--- config.mk ---
export PLATFORM = sky130hd
export DESIGN_NAME = jtag_scan_ctrl_flat
export DESIGN_NICKNAME = d
export VERILOG_FILES = /design/src/rtl/jtag_scan_ctrl_if.sv /design/src/rtl/jtag_scan_ctrl.sv /design/src/flat_wrapper.sv
export SDC_FILE = /design/constraint.sdc
export NUM_CORES = 1
export LEC_CHECK = 0
export ABC_AREA = 1
export BUFFER_PORTS_ARGS = -buffer_cell sky130_fd_sc_hd__buf_2
export CORE_ASPECT_RATIO = 1.25
export CORE_MARGIN = 3
export CORE_UTILIZATION = 35
export DETAILED_ROUTE_END_ITERATION = 12
export PLACE_DENSITY_LB_ADDON = 0.12
export SETUP_SLACK_MARGIN = 0.5
export SLEW_MARGIN = 25
export SYNTH_ARGS = -nofsm -noshare
export SYNTH_HDL_FRONTEND = slang
export SYNTH_SLANG_ARGS = --single-unit
--- constraint.sdc ---
create_clock -name CLK -period 3.3 [get_ports CLK]
set_input_delay 0.825 -clock CLK [delete_from_list [all_inputs] [get_ports CLK]]
set_output_delay 0.825 -clock CLK [all_outputs]
set_load 0.1 [all_outputs]
--- src/rtl/jtag_scan_ctrl_if.sv ---
// Host-side command/response handshake for jtag_scan_ctrl.
// The host is the master; the scan controller is the slave.
interface jtag_scan_ctrl_if;
    logic        cmd_valid;
    logic        cmd_ready;
    logic [1:0]  cmd_op;
    logic [5:0]  cmd_len;
    logic [31:0] cmd_tdi;
    logic        rsp_valid;
    logic        rsp_ready;
    logic [31:0] rsp_data;
    logic        rsp_err;

    modport master (
        output cmd_valid, cmd_op, cmd_len, cmd_tdi, rsp_ready,
        input  cmd_ready, rsp_valid, rsp_data, rsp_err
    );

    modport slave (
        input  cmd_valid, cmd_op, cmd_len, cmd_tdi, rsp_ready,
        output cmd_ready, rsp_valid, rsp_data, rsp_err
    );
endinterface

--- src/rtl/jtag_scan_ctrl.sv ---
// Command sequencer in front of jtag_proc: splits IR/DR scans, TAP
// reset and idle clocks into PRE/SHIFT/POST or SINGLE transactions.
module jtag_scan_ctrl #(
    parameter int unsigned C_TIMEOUT = 4096
) (
    input  logic            CLK,
    input  logic            RESETN,
    jtag_scan_ctrl_if.slave host,
    output logic            busy,
    output logic            proc_enable,
    input  logic            proc_done,
    output logic [31:0]     proc_length,
    output logic [31:0]     proc_tms,
    output logic [31:0]     proc_tdi,
    input  logic [31:0]     proc_tdo
);

    typedef enum logic [1:0] {
        S_IDLE, S_LAUNCH, S_WAIT_DONE, S_RESP
    } state_t;

    typedef enum logic [1:0] {
        PH_PRE, PH_SHIFT, PH_POST, PH_SINGLE
    } phase_t;

    typedef struct packed {
        logic [31:0] length;
        logic [31:0] tms;
        logic [31:0] tdi;
    } vec_t;

    localparam logic [1:0]  OP_DR    = 2'b00;
    localparam logic [1:0]  OP_IR    = 2'b01;
    localparam logic [1:0]  OP_RST   = 2'b10;
    localparam logic [15:0] TMO_LAST = 16'(C_TIMEOUT - 1);

    state_t      state, state_n;
    phase_t      phase, phase_n;
    logic [1:0]  op_q, op_n;
    logic [5:0]  len_q, len_n;
    logic [31:0] tdi_q, tdi_n;
    logic [31:0] data_q, data_n;
    logic        err_q, err_n;
    vec_t        vec_q, vec_n;
    logic [15:0] tmr, tmr_n;
    logic        load;

    // Valid only for n in 1..32; longer lengths never reach here.
    function automatic logic [31:0] len_mask(input logic [5:0] n);
        return 32'hFFFF_FFFF >> (6'd32 - n);
    endfunction

    function automatic vec_t plan(
        input phase_t      ph,
        input logic [1:0]  op,
        input logic [5:0]  n,
        input logic [31:0] d
    );
        vec_t v;
        v = '0;
        unique case (ph)
            PH_PRE: begin
                v.length = (op == OP_IR) ? 32'd4 : 32'd3;
                v.tms    = (op == OP_IR) ? 32'h3 : 32'h1;
            end
            PH_SHIFT: begin
                v.length = {26'd0, n};
                v.tms    = 32'h1 << (n - 6'd1);
                v.tdi    = d & len_mask(n);
            end
            PH_POST: begin
                v.length = 32'd2;
                v.tms    = 32'h1;
            end
            PH_SINGLE: begin
                v.length = (op == OP_RST) ? 32'd6 : {26'd0, n};
                v.tms    = (op == OP_RST) ? 32'h1F : 32'h0;
            end
        endcase
        return v;
    endfunction

    always_ff @(posedge CLK or negedge RESETN) begin
        if (!RESETN) begin
            state  <= S_IDLE;
            phase  <= PH_PRE;
            op_q   <= '0;
            len_q  <= '0;
            tdi_q  <= '0;
            data_q <= '0;
            err_q  <= 1'b0;
            vec_q  <= '0;
            tmr    <= '0;
        end else begin
            state  <= state_n;
            phase  <= phase_n;
            op_q   <= op_n;
            len_q  <= len_n;
            tdi_q  <= tdi_n;
            data_q <= data_n;
            err_q  <= err_n;
            vec_q  <= vec_n;
            tmr    <= tmr_n;
        end
    end

    always_comb begin
        state_n = state;
        phase_n = phase;
        op_n    = op_q;
        len_n   = len_q;
        tdi_n   = tdi_q;
        data_n  = data_q;
        err_n   = err_q;
        vec_n   = vec_q;
        tmr_n   = tmr;
        load    = 1'b0;
        unique case (state)
            S_IDLE: begin
                if (host.cmd_valid) begin
                    op_n   = host.cmd_op;
                    len_n  = host.cmd_len;
                    tdi_n  = host.cmd_tdi;
                    data_n = '0;
                    err_n  = 1'b0;
                    if (host.cmd_op != OP_RST &&
                        (host.cmd_len == 6'd0 || host.cmd_len > 6'd32)) begin
                        err_n   = 1'b1;
                        state_n = S_RESP;
                    end else begin
                        phase_n = (host.cmd_op == OP_DR || host.cmd_op == OP_IR)
                                  ? PH_PRE : PH_SINGLE;
                        state_n = S_LAUNCH;
                        load    = 1'b1;
                    end
                end
            end
            S_LAUNCH: begin
                tmr_n   = '0;
                state_n = S_WAIT_DONE;
            end
            S_WAIT_DONE: begin
                if (proc_done) begin
                    unique case (phase)
                        PH_PRE: begin
                            phase_n = PH_SHIFT;
                            state_n = S_LAUNCH;
                            load    = 1'b1;
                        end
                        PH_SHIFT: begin
                            data_n  = proc_tdo & len_mask(len_q);
                            phase_n = PH_POST;
                            state_n = S_LAUNCH;
                            load    = 1'b1;
                        end
                        default: state_n = S_RESP;
                    endcase
                end else if (tmr == TMO_LAST) begin
                    err_n   = 1'b1;
                    state_n = S_RESP;
                end else begin
                    tmr_n = tmr + 16'd1;
                end
            end
            S_RESP: begin
                if (host.rsp_ready) state_n = S_IDLE;
            end
        endcase
        // Vectors are loaded on entry to LAUNCH and held through DONE.
        if (load) vec_n = plan(phase_n, op_n, len_n, tdi_n);
    end

    assign host.cmd_ready = (state == S_IDLE);
    assign host.rsp_valid = (state == S_RESP);
    assign host.rsp_data  = data_q;
    assign host.rsp_err   = err_q;
    assign busy           = (state != S_IDLE);
    assign proc_enable    = (state == S_LAUNCH);
    assign proc_length    = vec_q.length;
    assign proc_tms       = vec_q.tms;
    assign proc_tdi       = vec_q.tdi;

endmodule

--- src/flat_wrapper.sv ---
// flat-port wrapper written by rule: the top's interface ports become plain ports
module jtag_scan_ctrl_flat 
#(
    parameter int unsigned C_TIMEOUT = 4096
)
  (CLK, RESETN, busy, proc_enable, proc_done, proc_length, proc_tms, proc_tdi, proc_tdo, host_cmd_valid, host_cmd_op, host_cmd_len, host_cmd_tdi, host_rsp_ready, host_cmd_ready, host_rsp_valid, host_rsp_data, host_rsp_err);
  jtag_scan_ctrl_if host_i ();
  input  logic CLK;
  input  logic RESETN;
  output logic busy;
  output logic proc_enable;
  input  logic proc_done;
  output logic [31:0] proc_length;
  output logic [31:0] proc_tms;
  output logic [31:0] proc_tdi;
  input  logic [31:0] proc_tdo;
  input wire logic [$bits(host_i.cmd_valid)-1:0] host_cmd_valid;
  input wire logic [$bits(host_i.cmd_op)-1:0] host_cmd_op;
  input wire logic [$bits(host_i.cmd_len)-1:0] host_cmd_len;
  input wire logic [$bits(host_i.cmd_tdi)-1:0] host_cmd_tdi;
  input wire logic [$bits(host_i.rsp_ready)-1:0] host_rsp_ready;
  output wire logic [$bits(host_i.cmd_ready)-1:0] host_cmd_ready;
  output wire logic [$bits(host_i.rsp_valid)-1:0] host_rsp_valid;
  output wire logic [$bits(host_i.rsp_data)-1:0] host_rsp_data;
  output wire logic [$bits(host_i.rsp_err)-1:0] host_rsp_err;
  assign host_i.cmd_valid = host_cmd_valid;
  assign host_i.cmd_op = host_cmd_op;
  assign host_i.cmd_len = host_cmd_len;
  assign host_i.cmd_tdi = host_cmd_tdi;
  assign host_i.rsp_ready = host_rsp_ready;
  assign host_cmd_ready = host_i.cmd_ready;
  assign host_rsp_valid = host_i.rsp_valid;
  assign host_rsp_data = host_i.rsp_data;
  assign host_rsp_err = host_i.rsp_err;
  jtag_scan_ctrl #(.C_TIMEOUT(C_TIMEOUT)) u_core (.CLK(CLK), .RESETN(RESETN), .host(host_i), .busy(busy), .proc_enable(proc_enable), .proc_done(proc_done), .proc_length(proc_length), .proc_tms(proc_tms), .proc_tdi(proc_tdi), .proc_tdo(proc_tdo));
endmodule
==> results of run 1 <==
[through the flow]
| step | hold WS, ps | area [µm²] | setup slack [ps] | cells |
|---|---|---|---|---|
| detailed placement | 460 | 9030 | 225 | 1398 |
| floorplan | 439 | 7980 | 526 | 984 |
| CTS | 356 | 9600 | 535 | 1430 |
| finish | 348 | 9690 | 723 | 1437 |
| global route | 367 | 9690 | 526 | 1437 |
| global placement | 454 | 9030 | 227 | 1398 |
[cell families after synthesis]
| logic type | Yosys count | synth area share (%) |
|---|---|---|
| multiplexers | 2 | 0.255 |
| other | 1 | 0.0478 |
| AND/OR/NAND/NOR | 499 | 27.0 |
| XOR/XNOR | 4 | 0.447 |
| buffers and inverters | 138 | 8.25 |
| flip-flops | 163 | 52.0 |
| AO/OA/AOI/OAI | 136 | 9.37 |
| adder cells (fa/ha/maj) | 16 | 2.55 |
[report_power, final]
group,internal (mW),switching (mW),total [mW],leakage (nW)
registers,2.52,0.257,2.78,2.17
clock network,1.08,0.864,1.95,0.278
logic,1.08,4.40,5.48,2.79
total,4.69,5.53,10.2,5.24
[worst max-delay path by stage]
stage	from	endpoint	slack [ps]	cells past startpoint
finish	u_core.state[0]	u_core.proc_tdi[14]	720	10
global route	u_core.state[0]	u_core.proc_tdi[6]	530	10
CTS	u_core.state[0]	u_core.proc_tms[28]	540	13
detailed placement	host_cmd_valid	u_core.proc_tms[13]	230	13
global placement	host_cmd_valid	u_core.proc_tms[13]	230	13
floorplan	u_core.state[0]	u_core.proc_tdi[13]	530	13
[cell type report]
cell class,count,area share [%]
flip-flops and latches,163,42.1
multi-input cells,683,33.8
repair buffers,205,11.7
clock buffers,21,4.65
well taps,279,3.60
inverters,75,2.91
clock inverters,11,1.24
[cell usage in the layout (no fill, tap or decap), types with 2 or more instances in the layout]
| cell type | netlist | final |
|---|---|---|
| nand2_1 | 316 | 316 |
| buf_2 | 4 | 182 |
| dfrtp_1 | 163 | 163 |
| o21ai_0 | 83 | 83 |
| inv_1 | 71 | 71 |
| nand3_1 | 68 | 68 |
| nor2_1 | 66 | 63 |
| conb_1 | 1 | 26 |
| a21oi_1 | 23 | 23 |
| buf_4 | 26 | 18 |
| clkbuf_16 | 0 | 17 |
| nand4_1 | 14 | 14 |
| ha_1 | 16 | 14 |
| o21ai_1 | 14 | 13 |
| nor3_1 | 8 | 8 |
| nand3b_1 | 6 | 6 |
| inv_2 | 4 | 4 |
| or2_2 | 4 | 4 |
| nor2_2 | 2 | 4 |
| xor2_1 | 4 | 4 |
| buf_12 | 0 | 4 |
| nor2_4 | 2 | 3 |
| o21ai_4 | 1 | 3 |
| o31ai_1 | 3 | 3 |
| nand2_2 | 3 | 3 |
| clkbuf_1 | 22 | 3 |
| inv_8 | 0 | 3 |
| clkinv_4 | 0 | 3 |
| o21ai_2 | 3 | 2 |
| or2_0 | 2 | 2 |
| mux2i_1 | 2 | 2 |
| and2_1 | 2 | 2 |
| a32o_1 | 2 | 2 |
| a31oi_1 | 2 | 2 |
| nand3_2 | 2 | 2 |
| ha_4 | 0 | 2 |
| inv_6 | 0 | 2 |
[layer usage]
metal / vias to the layer above / share of wire, % / track usage, %
met1: 3220 / 44 / 25.0
met3: 25 / 4.3 / 3.48
met4: 0 / 1.7 / 5.69
met2: 199 / 50 / 32.9
met5: - / 0 / 0
li1: 3395 / - / -
[registers in the layout, indices dropped and copies added, names as in the netlist, 2 cells and up]
name,cells
u_core.host.rsp_data,32
u_core.tmr,16
u_core.proc_tdi,32
u_core.op_q,2
u_core.len_q,6
u_core.phase,2
u_core.proc_length,6
u_core.proc_tms,32
u_core.state,2
u_core.tdi_q,32
[timing repair]
action,CTS,global route
endpoints found under the setup margin,4,56
gates cloned,0,0
setup buffers,0,7
resized for setup,1,4
pin swaps,0,4
[worst max-delay path: cells and delay by family, from the launching register on]
family	cells	cell delay, ps
flops	1	440
simple gates	4	710
fa+ha+maj	2	540
buf+inv	1	60
compound gates	3	730
==> key figures, run 1 <==
Status
  – Status: complete, no violations

Clock network
  – CTS tree: yes
  – Clk sink count: roughly 160
  – Clock transition at the registers of the reported paths: 60 ps
  – Hold_buf cts: 0
  – Clock Tree Root: clkbuf_16
  – Cts bufs inserted: 17
  – Clk_lat worst skew: 420 ps
  – Worst-case clock buffer depth: 2
  – # H-tree levels: 4

Worst setup path
  – Required @ worst endpoint: 3640 ps
  – Worst Reg-to-Reg Cells: 10
  – Cells along the critical path: nor2_4 -> nand2_8 -> o21ai_4 -> ha_4 -> inv_1 -> ha_4 -> nand2_1 -> o21ai_0 -> nand2_1 -> o21ai_1
  – CP Max Fanout: 26
  – Arrival time worst endpoint: 2920 ps
  – Worst setup EP type: flop
  – Slowest stage delay, CP: 440 ps
  – Register-to-register setup slack: 720 ps
  – R2r startpoint: u_core.state[0]
  – Worst path slowest cell: dfrtp_1
  – Capturing point of the worst reg2reg path: u_core.proc_tdi[14]
  – Worst setup path class: reg2reg
  – Crit path launch type: flop

Layout
  – N_diodes: 0
  – Layout area overhead: 23.6%
  – Fillers: approximately 2300
  – Multi-input logic area: 3270 µm²
  – Share of cells above drive strength 1: 22.8%
  – Sequential Area: 4080 µm²
  – Layout Utilization: between 40 and 50%
  – Nets: 1238

Job
  – Maxcap violations: 0

Detailed routing
  – DRC Markers: 0
  – Drt via density: 4.76
  – DR iter-0 viols: approximately 350
  – Post-route ant nets: 0
  – WL final: around 24 mm
  – Wirelength per Cell: 16.4 µm
  – Via count: 6839
  – DRT Pass-1 Iters: 4

Logic synthesis
  – Number of synthesized register bits: 163
  – Synth top area share: between 50% and 60%
  – Primary flip-flop cell chosen by synthesis mapping: dfrtp_1
  – Most instantiated cells after synthesis: 316 x nand2_1, 163 x dfrtp_1, 83 x o21ai_0
  – Most instantiated library cell after synthesis: nand2_1
  – Sequential element share of the synthesized area: around 52%
  – Synthesis Warnings: 0
  – FFs w/ async S/R, synth: 100%
  – Synth area leader: dfrtp_1
  – Post-synthesis cell type count: 42
  – Syn Area/Cell: 8.17 µm²
  – Dominant cells by area after synthesis: dfrtp_1 52%, nand2_1 15%, o21ai_0 5.3%
  – Number of synthesized flops with an enable pin: 0
  – Syn Std Cell Area: 7840 µm²
  – Cells after Synth: 959

Place
  – Port buffer count: 183
  – Gp weighted congestion: 0.854
  – Detail Placement HPWL: 17.2 mm

Timing
  – Fmax: 388 MHz
  – Final setup viols: 0
  – Setup total negative slack: 0 ps
  – RSZ-0062 raised after global routing: no
  – Count of pins over their slew limit: 0
  – Tightest Pin Transition: 536 ps
  – Clock Skew: about 14 ps
  – Slew HR: 64.2%
  – Final Cycle Share: 78.1%
  – Fin crit period: roughly 2600 ps
  – Final hold vios: 0

Worst hold path
  – HP Class: in2async

Power and ir drop
  – Worst VDD drop: 0.518 mV
  – PwrDens: 1050 nW/µm²
  – P_leak: 5.24 nW
  – Power Total: approximately 10 mW

GRT
  – Initial antenna violation count: 0
  – Global-route wire length before repair: ~38 mm
  – Total GRT Usage: ~19%
  – Vias in the first global route: 6954
  – Largest net degree at the start of global routing: 71
  – GRT Residual Overflow: 0

Floorplanning
  – I/O pin count: 210
  – Initial Util: 36.0%
  – Die Width: 140 µm
  – Die area: 24200 µm²
  – Die H: around 170 µm
  – Number of cell rows: 60
  – Core area: 21800 µm²
Note: power is estimated with default switching activity, not from simulation.
==> run 2: changes to the inputs <==
Settings changed: ABC_AREA 1 to 0.
Clock period 3.3 ns to 2.25 ns, I/O delays scaled along.
==> run 2 against run 1 <==
The flow now finishes with violations (negative setup slack). Wire length grew 5.7%. Fmax down 4.2%. Cell area rose by 23%. Critical endpoint is now u_core.proc_tdi[24]. Highest routed layer unchanged.
==> key figures, run 2 <==
Status
  – Status: complete, but fails checks
  – Failing checks: negative setup slack

Worst setup path
  – Cells along the critical path: nor3b_4 -> buf_4 -> buf_6 -> o21ai_2 -> o31a_2 -> a311o_4 -> nor4_4 -> buf_6 -> clkbuf_16 -> a32o_1
  – CP bufs+invs: 4 (+3)
  – Slowest stage delay, CP: 470 ps (+30 ps)
  – Worst path slowest cell: a311o_4
  – CP dominant cell by count: buf_6
  – Required @ worst endpoint: 2620 ps (-1020 ps)
  – CP Launch Point: u_core.state[0]
  – R2r startpoint: u_core.state[0]
  – Delay-heaviest family, CP: compound AO/OA/AOI/OAI gates
  – CP Max Fanout: 8 (-69%)
  – Crit path launch type: flop
  – Worst setup path class: reg2reg
  – Worst Reg-to-Reg Cells: 10 (unchanged)
  – Arrival time worst endpoint: 3060 ps (+140 ps)
  – Worst setup EP type: flop
  – Levels on crit path: 10 (unchanged)

Detailed routing
  – DR iter-0 viols: 358 (+3.8%)
  – WL final: 24.8 mm (+5.7%)
  – Via count: 7021 (+2.7%)
  – DRC Markers: 0 (unchanged)
  – Post-route ant nets: 0 (unchanged)
  – DRT Pass-1 Iters: 4 (unchanged)
  – Drt via density: 5.08 (+6.8%)
  – Wirelength per Cell: 18.0 µm (+10%)

Place
  – Port buffer count: 183 (unchanged)
  – Gp weighted congestion: 0.777 (-9.0%)
  – Detail Placement HPWL: 16.8 mm (-2.5%)
  – Cells after DPL: 1293 (-7.5%)
  – Placed Area: 9890 µm² (+9.6%)

Floorplanning
  – Die Width: 139 µm (-0.45%)
  – Die area: 24000 µm² (-0.90%)
  – Core area: 21700 µm² (-0.34%)
  – Die H: 173 µm (-0.46%)
  – Initial Util: 35.8% (-0.22 points)
  – Number of cell rows: 60 (unchanged)
  – I/O pin count: 210 (unchanged)

Power and ir drop
  – PwrDens: 1690 nW/µm² (+60%)
  – Worst VDD drop: 1.04 mV (+100%)
  – Power Total: 20.0 mW (+96%)
  – P_leak: 5.85 nW (+12%)

Timing
  – Final setup margin: -440 ps (-1160 ps)
  – RSZ-0062 raised after global routing: yes
  – Final Cycle Share: 120% (+41 points)
  – Fin crit period: 2690 ps (+112 ps)
  – Clock Skew: 15.0 ps (+1.04 ps)
  – Count of pins over their slew limit: 0 (unchanged)
  – Final setup viols: 105 (+105)
  – Final hold vios: 0 (unchanged)
  – Fmax: 372 MHz (-4.2%)
  – WHS: 54.8 ps (-293 ps)

GRT
  – Initial antenna violation count: 0 (unchanged)
  – Global-route wire length before repair: 38.8 mm (+2.9%)
  – Vias in the first global route: 7094 (+2.0%)
  – Largest net degree at the start of global routing: 47 (-34%)
  – GRT Residual Overflow: 0 (unchanged)
  – Total GRT Usage: 19.9% (+0.65 points)

Logic synthesis
  – Syn Std Cell Area: 7760 µm² (-0.94%)
  – Sequential element share of the synthesized area: 52.5% (+0.49 points)
  – Most instantiated cells after synthesis: 191 x nand2_1, 163 x dfrtp_1, 63 x a32o_1
  – Post-synthesis cell type count: 64 (+52%)
  – Syn Area/Cell: 10.2 µm² (+25%)
  – Dominant cells by area after synthesis: dfrtp_1 53%, nand2_1 9.2%, a32o_1 8.1%
  – FFs w/ async S/R, synth: 100% (unchanged)
  – Most instantiated library cell after synthesis: nand2_1
  – Synth area leader: dfrtp_1
  – Number of synthesized flops with an enable pin: 0 (unchanged)
  – Number of synthesized register bits: 163 (unchanged)
  – Synth top area share: 52.5% (+0.49 points)
  – Synthesis Warnings: 0 (unchanged)
  – Cells after Synth: 761 (-21%)
  – Primary flip-flop cell chosen by synthesis mapping: dfrtp_1

Layout
  – Commonest non-fill, non-tap cells in the layout: 213 x buf_4, 186 x nand2_1, 161 x dfrtp_1, 75 x buf_2, 63 x a32o_1
  – N_diodes: 0 (unchanged)
  – Final Non-Filler Cells: 1381 (-3.9%)
  – Nets: 1182 (-4.5%)
  – Cell area after layout: 11900 µm² (+23%)
  – Share of cells above drive strength 1: 44.0% (+21 points)
  – Layout Utilization: 54.8% (+10 points)
  – Most common cell after layout, fill and taps aside: buf_4
  – Layout area overhead: 53.1%
  – Fillers: 1989 (-12%)

Clock network
  – Clk sink count: 163 (unchanged)
  – Hold_buf cts: 0 (unchanged)
  – Cts bufs inserted: 17 (unchanged)
  – Clock transition at the registers of the reported paths: 70 ps (about the same)
  – Clock Tree Root: clkbuf_16
  – Worst-case clock buffer depth: 2 (unchanged)
  – # H-tree levels: 4 (unchanged)
  – Clk_lat worst skew: 440 ps (+20 ps)
  – CTS tree: yes

Job
  – Maxcap violations: 0 (unchanged)

Worst hold path
  – HP Class: in2async
-- run 2: path summary, 6_finish.rpt --
path,end,slack [ps]
max reg2reg,u_core.proc_tdi[24],-440
min in group CLK,u_core.tdi_q[11],340
min,u_core.tmr[3],50
max,u_core.proc_tdi[24],-440
max in group asynchronous,u_core.proc_tdi[29],1590
min reg2reg,u_core.tdi_q[15],480
-- run 2: timing repair --
item	CTS	global route
endpoints found under the setup margin	225	128
buffers inserted	33	17
gates cloned	2	4
gates resized for setup	205	48
pin swaps	44	35
-- run 2: cell families after synthesis --
logic type      synth area share [%]
flops                           52.5
simple gates                    18.8
xor+xnor                        1.92
fa+ha+maj                       2.58
compound gates                  17.2
other cells                   0.0483
mux                            0.918
buf+inv                         6.04
-- run 2: through the flow --
stage	setup TNS, ps	worst slack (ps)
after CTS	-27030	-388
after global routing	-41940	-522
final	-33840	-440
after detailed placement	-38270	-686
after global placement	-36740	-610
after floorplan	-37470	-787
-- run 2: report_power, final --
part           switching [mW]  internal, mW  total [mW]
logic                    8.38          4.46        12.8
clock network            1.40          1.53        2.92
registers               0.488          3.78        4.27
total                    10.3          9.76        20.0
-- run 2: per-layer routing --
| metal | vias to the layer above | part of all wire [%] | track usage, % |
|---|---|---|---|
| li1 | 3314 | - | - |
| met1 | 3513 | 43 | 26.2 |
| met2 | 176 | 52 | 34.2 |
| met3 | 18 | 3.8 | 3.73 |
| met4 | 0 | 1.1 | 4.61 |
| met5 | - | 0 | 0 |
-- run 2: cell type report --
| type | instances | area (µm²) | share of cell area, % |
|---|---|---|---|
| inverter | 23 | 92.6 | 0.779 |
| timing repair buffer | 348 | 2840 | 23.9 |
| clock buffer | 18 | 439 | 3.70 |
| multi-input combinational | 536 | 3910 | 32.9 |
| sequential | 163 | 4080 | 34.3 |
| tap | 279 | 349 | 2.94 |
| clock inverter | 14 | 166 | 1.40 |
==> run 3: changes to the inputs <==
Settings changed: CORE_MARGIN 3 to 4.
==> run 3 against run 2 <==
The run still ends with negative setup slack left. Worst hold slack lost 14 ps. Setup slack worse by 35 ps. Total power decreased by 1.2%. Wire length rose by 1.1%. Clock-buffer cell count is 2 higher. Largest cell class unchanged. Largest power group unchanged. Highest routed layer unchanged.
==> key figures, run 3 (synthesized netlist as in run 2, its figures left out) <==
GRT
  – Initial antenna violation count: 0 (unchanged)
  – Largest net degree at the start of global routing: 47 (unchanged)
  – Met2 Use GR: 33.2% (-1.0 points)
  – Vias in the first global route: 6977 (-1.6%)
  – GRT busiest layer: met2
  – Total GRT Usage: 19.7% (-0.27 points)
  – Global-route wire length before repair: 38.5 mm (-0.68%)
  – GRT Residual Overflow: 0 (unchanged)
  – Met1 Use GR: 26.0% (-0.17 points)
  – Met3 usage: 3.27% (-0.46 points)

Detailed routing
  – Via count: 6990 (-0.44%)
  – DR iter-0 viols: 308 (-14%)
  – WL final: 25.1 mm (+1.1%)
  – DRT Pass-1 Iters: 4 (unchanged)
  – Wirelength per Cell: 18.4 µm (+2.1%)
  – DRC Markers: 0 (unchanged)
  – Drt via density: 5.11 (+0.50%)
  – Post-route ant nets: 0 (unchanged)

Layout
  – Most common cell after layout, fill and taps aside: buf_4
  – Share of cells above drive strength 1: 43.1% (-0.90 points)
  – Fillers: 1963 (-1.3%)
  – Cell area after layout: 11700 µm² (-1.3%)
  – Commonest non-fill, non-tap cells in the layout: 212 x buf_4, 186 x nand2_1, 161 x dfrtp_1, 75 x buf_2, 63 x a32o_1
  – Layout area overhead: 51.1%
  – Nets: 1169 (-1.1%)

Worst setup path
  – Worst setup EP type: flop
  – CP Max Fanout: 8 (unchanged)
  – Worst path slowest cell: dfrtp_2
  – Slowest stage delay, CP: 450 ps (-20 ps)
  – Cells along the critical path: or3b_4 -> mux2i_4 -> ha_4 -> nor3b_4 -> xnor2_2 -> nand2_1 -> nand2_2 -> buf_6 -> nor4_4 -> buf_6 -> clkbuf_16 -> a32o_1
  – Delay-heaviest family, CP: simple AND/OR/NAND/NOR gates
  – R2r startpoint: u_core.state[0]
  – Arrival time worst endpoint: 3090 ps (+30 ps)
  – Worst setup path class: reg2reg
  – Register-to-register setup slack: -470 ps (-40 ps)
  – CP bufs+invs: 3 (-1)
  – Required @ worst endpoint: 2610 ps (about the same)
  – Capturing point of the worst reg2reg path: u_core.proc_tms[21]
  – CP dominant cell by count: buf_6
  – Crit path launch type: flop
  – Worst Reg-to-Reg Cells: 12 (+2)

Status
  – Status: complete, but fails checks
  – Failing checks: negative setup slack

Timing
  – Final hold vios: 0 (unchanged)
  – Final setup viols: 70 (-33%)
  – Final Cycle Share: 121% (+1.6 points)
  – Clock Skew: 9.47 ps (-5.52 ps)
  – RSZ-0062 raised after global routing: yes
  – Fin crit period: 2720 ps (+35.1 ps)
  – Count of pins over their slew limit: 0 (unchanged)
  – Fmax: 367 MHz (-1.3%)
  – Final setup margin: -475 ps (-35.1 ps)

Place
  – Detail Placement HPWL: 17.5 mm (+3.8%)
  – Port buffer count: 183 (unchanged)
  – Placed Area: 9880 µm² (-0.14%)
  – Gp weighted congestion: 0.770 (-0.84%)

Clock network
  – Clk_lat worst skew: 430 ps (about the same)
  – Cts bufs inserted: 17 (unchanged)
  – Clock transition at the registers of the reported paths: 60 ps (about the same)
  – # H-tree levels: 4 (unchanged)
  – Clk sink count: 163 (unchanged)
  – CTS tree: yes
  – Clock Tree Root: clkbuf_16
  – Worst-case clock buffer depth: 2 (unchanged)

Floorplanning
  – Die Width: 141 µm (+1.4%)
  – Core area: 21700 µm² (unchanged)
  – Number of cell rows: 60 (unchanged)
  – I/O pin count: 210 (unchanged)
  – Initial Util: 35.8% (unchanged)
  – Die H: 175 µm (+1.2%)
  – Die area: 24600 µm² (+2.6%)

Power and ir drop
  – P_leak: 5.75 nW (-1.7%)
  – Power Total: 19.8 mW (-1.2%)
  – Worst VDD drop: 1.18 mV (+13%)
  – PwrDens: 1690 nW/µm² (about the same)

Job
  – Maxcap violations: 0 (unchanged)

Worst hold path
  – HP Class: in2async
[run 3: cell types whose count changed in the layout (fill, tap and decap cells not counted), moves of 3 or more]
cell	before	now
buf_6	39	28
clkinv_8	5	0
o21ai_2	19	14
o21ai_0	11	15
bufinv_16	0	3
ha_1	14	11
[run 3: how the worst max path moves through the flow]
stage | from | endpoint | slack [ps] | cells after the start
after floorplan | host_cmd_valid | u_core.proc_tms[10] | -790 | 12
after global placement | host_cmd_valid | u_core.proc_tms[5] | -630 | 10
after detailed placement | host_cmd_valid | u_core.proc_tms[5] | -680 | 10
after CTS | u_core.state[0] | u_core.proc_tdi[29] | -370 | 11
after global routing | u_core.state[0] | u_core.proc_tms[21] | -570 | 12
final | u_core.state[0] | u_core.proc_tms[21] | -470 | 12
[run 3: power breakdown]
part	total [mW]	internal [mW]	switching (mW)
sequential	4.29	3.78	0.504
combinational	12.4	4.16	8.27
clock	3.07	1.81	1.26
[run 3: metrics by stage]
stage	hold slack [ps]	util, %	TNS, ps	worst slack, ps	std cells
after floorplan	267	-	-37470	-787	786
after global placement	450	45.5	-37160	-625	1294
after detailed placement	455	45.5	-38580	-683	1294
after CTS	53.6	51.6	-21340	-369	1345
after global routing	64.4	54.1	-34000	-572	1367
final	41.1	54.1	-26160	-475	1368
[run 3: final cells by class]
type | count | area (µm²) | area share, %
flip-flops and latches | 163 | 4080 | 34.8
multi-input cells | 536 | 3930 | 33.4
repair buffers | 335 | 2680 | 22.8
clock buffers | 20 | 447 | 3.81
well taps | 279 | 349 | 2.97
clock inverters | 11 | 166 | 1.42
inverters | 23 | 90.1 | 0.768
diodes | 1 | 2.50 | 0.0213
[run 3: routing by layer]
| layer | wire length (µm) | vias up |
|---|---|---|
| met5 | 0 | - |
| met4 | 442 | 0 |
| met3 | 1320 | 24 |
| met2 | 12700 | 184 |
| met1 | 10700 | 3490 |
| li1 | - | 3292 |
[run 3: what timing repair did]
item | CTS | global route
endpoints found under the setup margin | 225 | 125
buffers inserted | 18 | 19
hold buffers | 0 | 0
gates resized for setup | 169 | 73
pin swaps | 29 | 44
cloned | 2 | 3
[run 3: worst register-to-register path: stages (launching register included)]
cell	delay [ps]
dfrtp_2	450
or3b_4	440
mux2i_4	210
ha_4	170
nor3b_4	220
xnor2_2	110
nand2_1	90
nand2_2	70
buf_6	130
nor4_4	260
buf_6	190
clkbuf_16	180
a32o_1	160
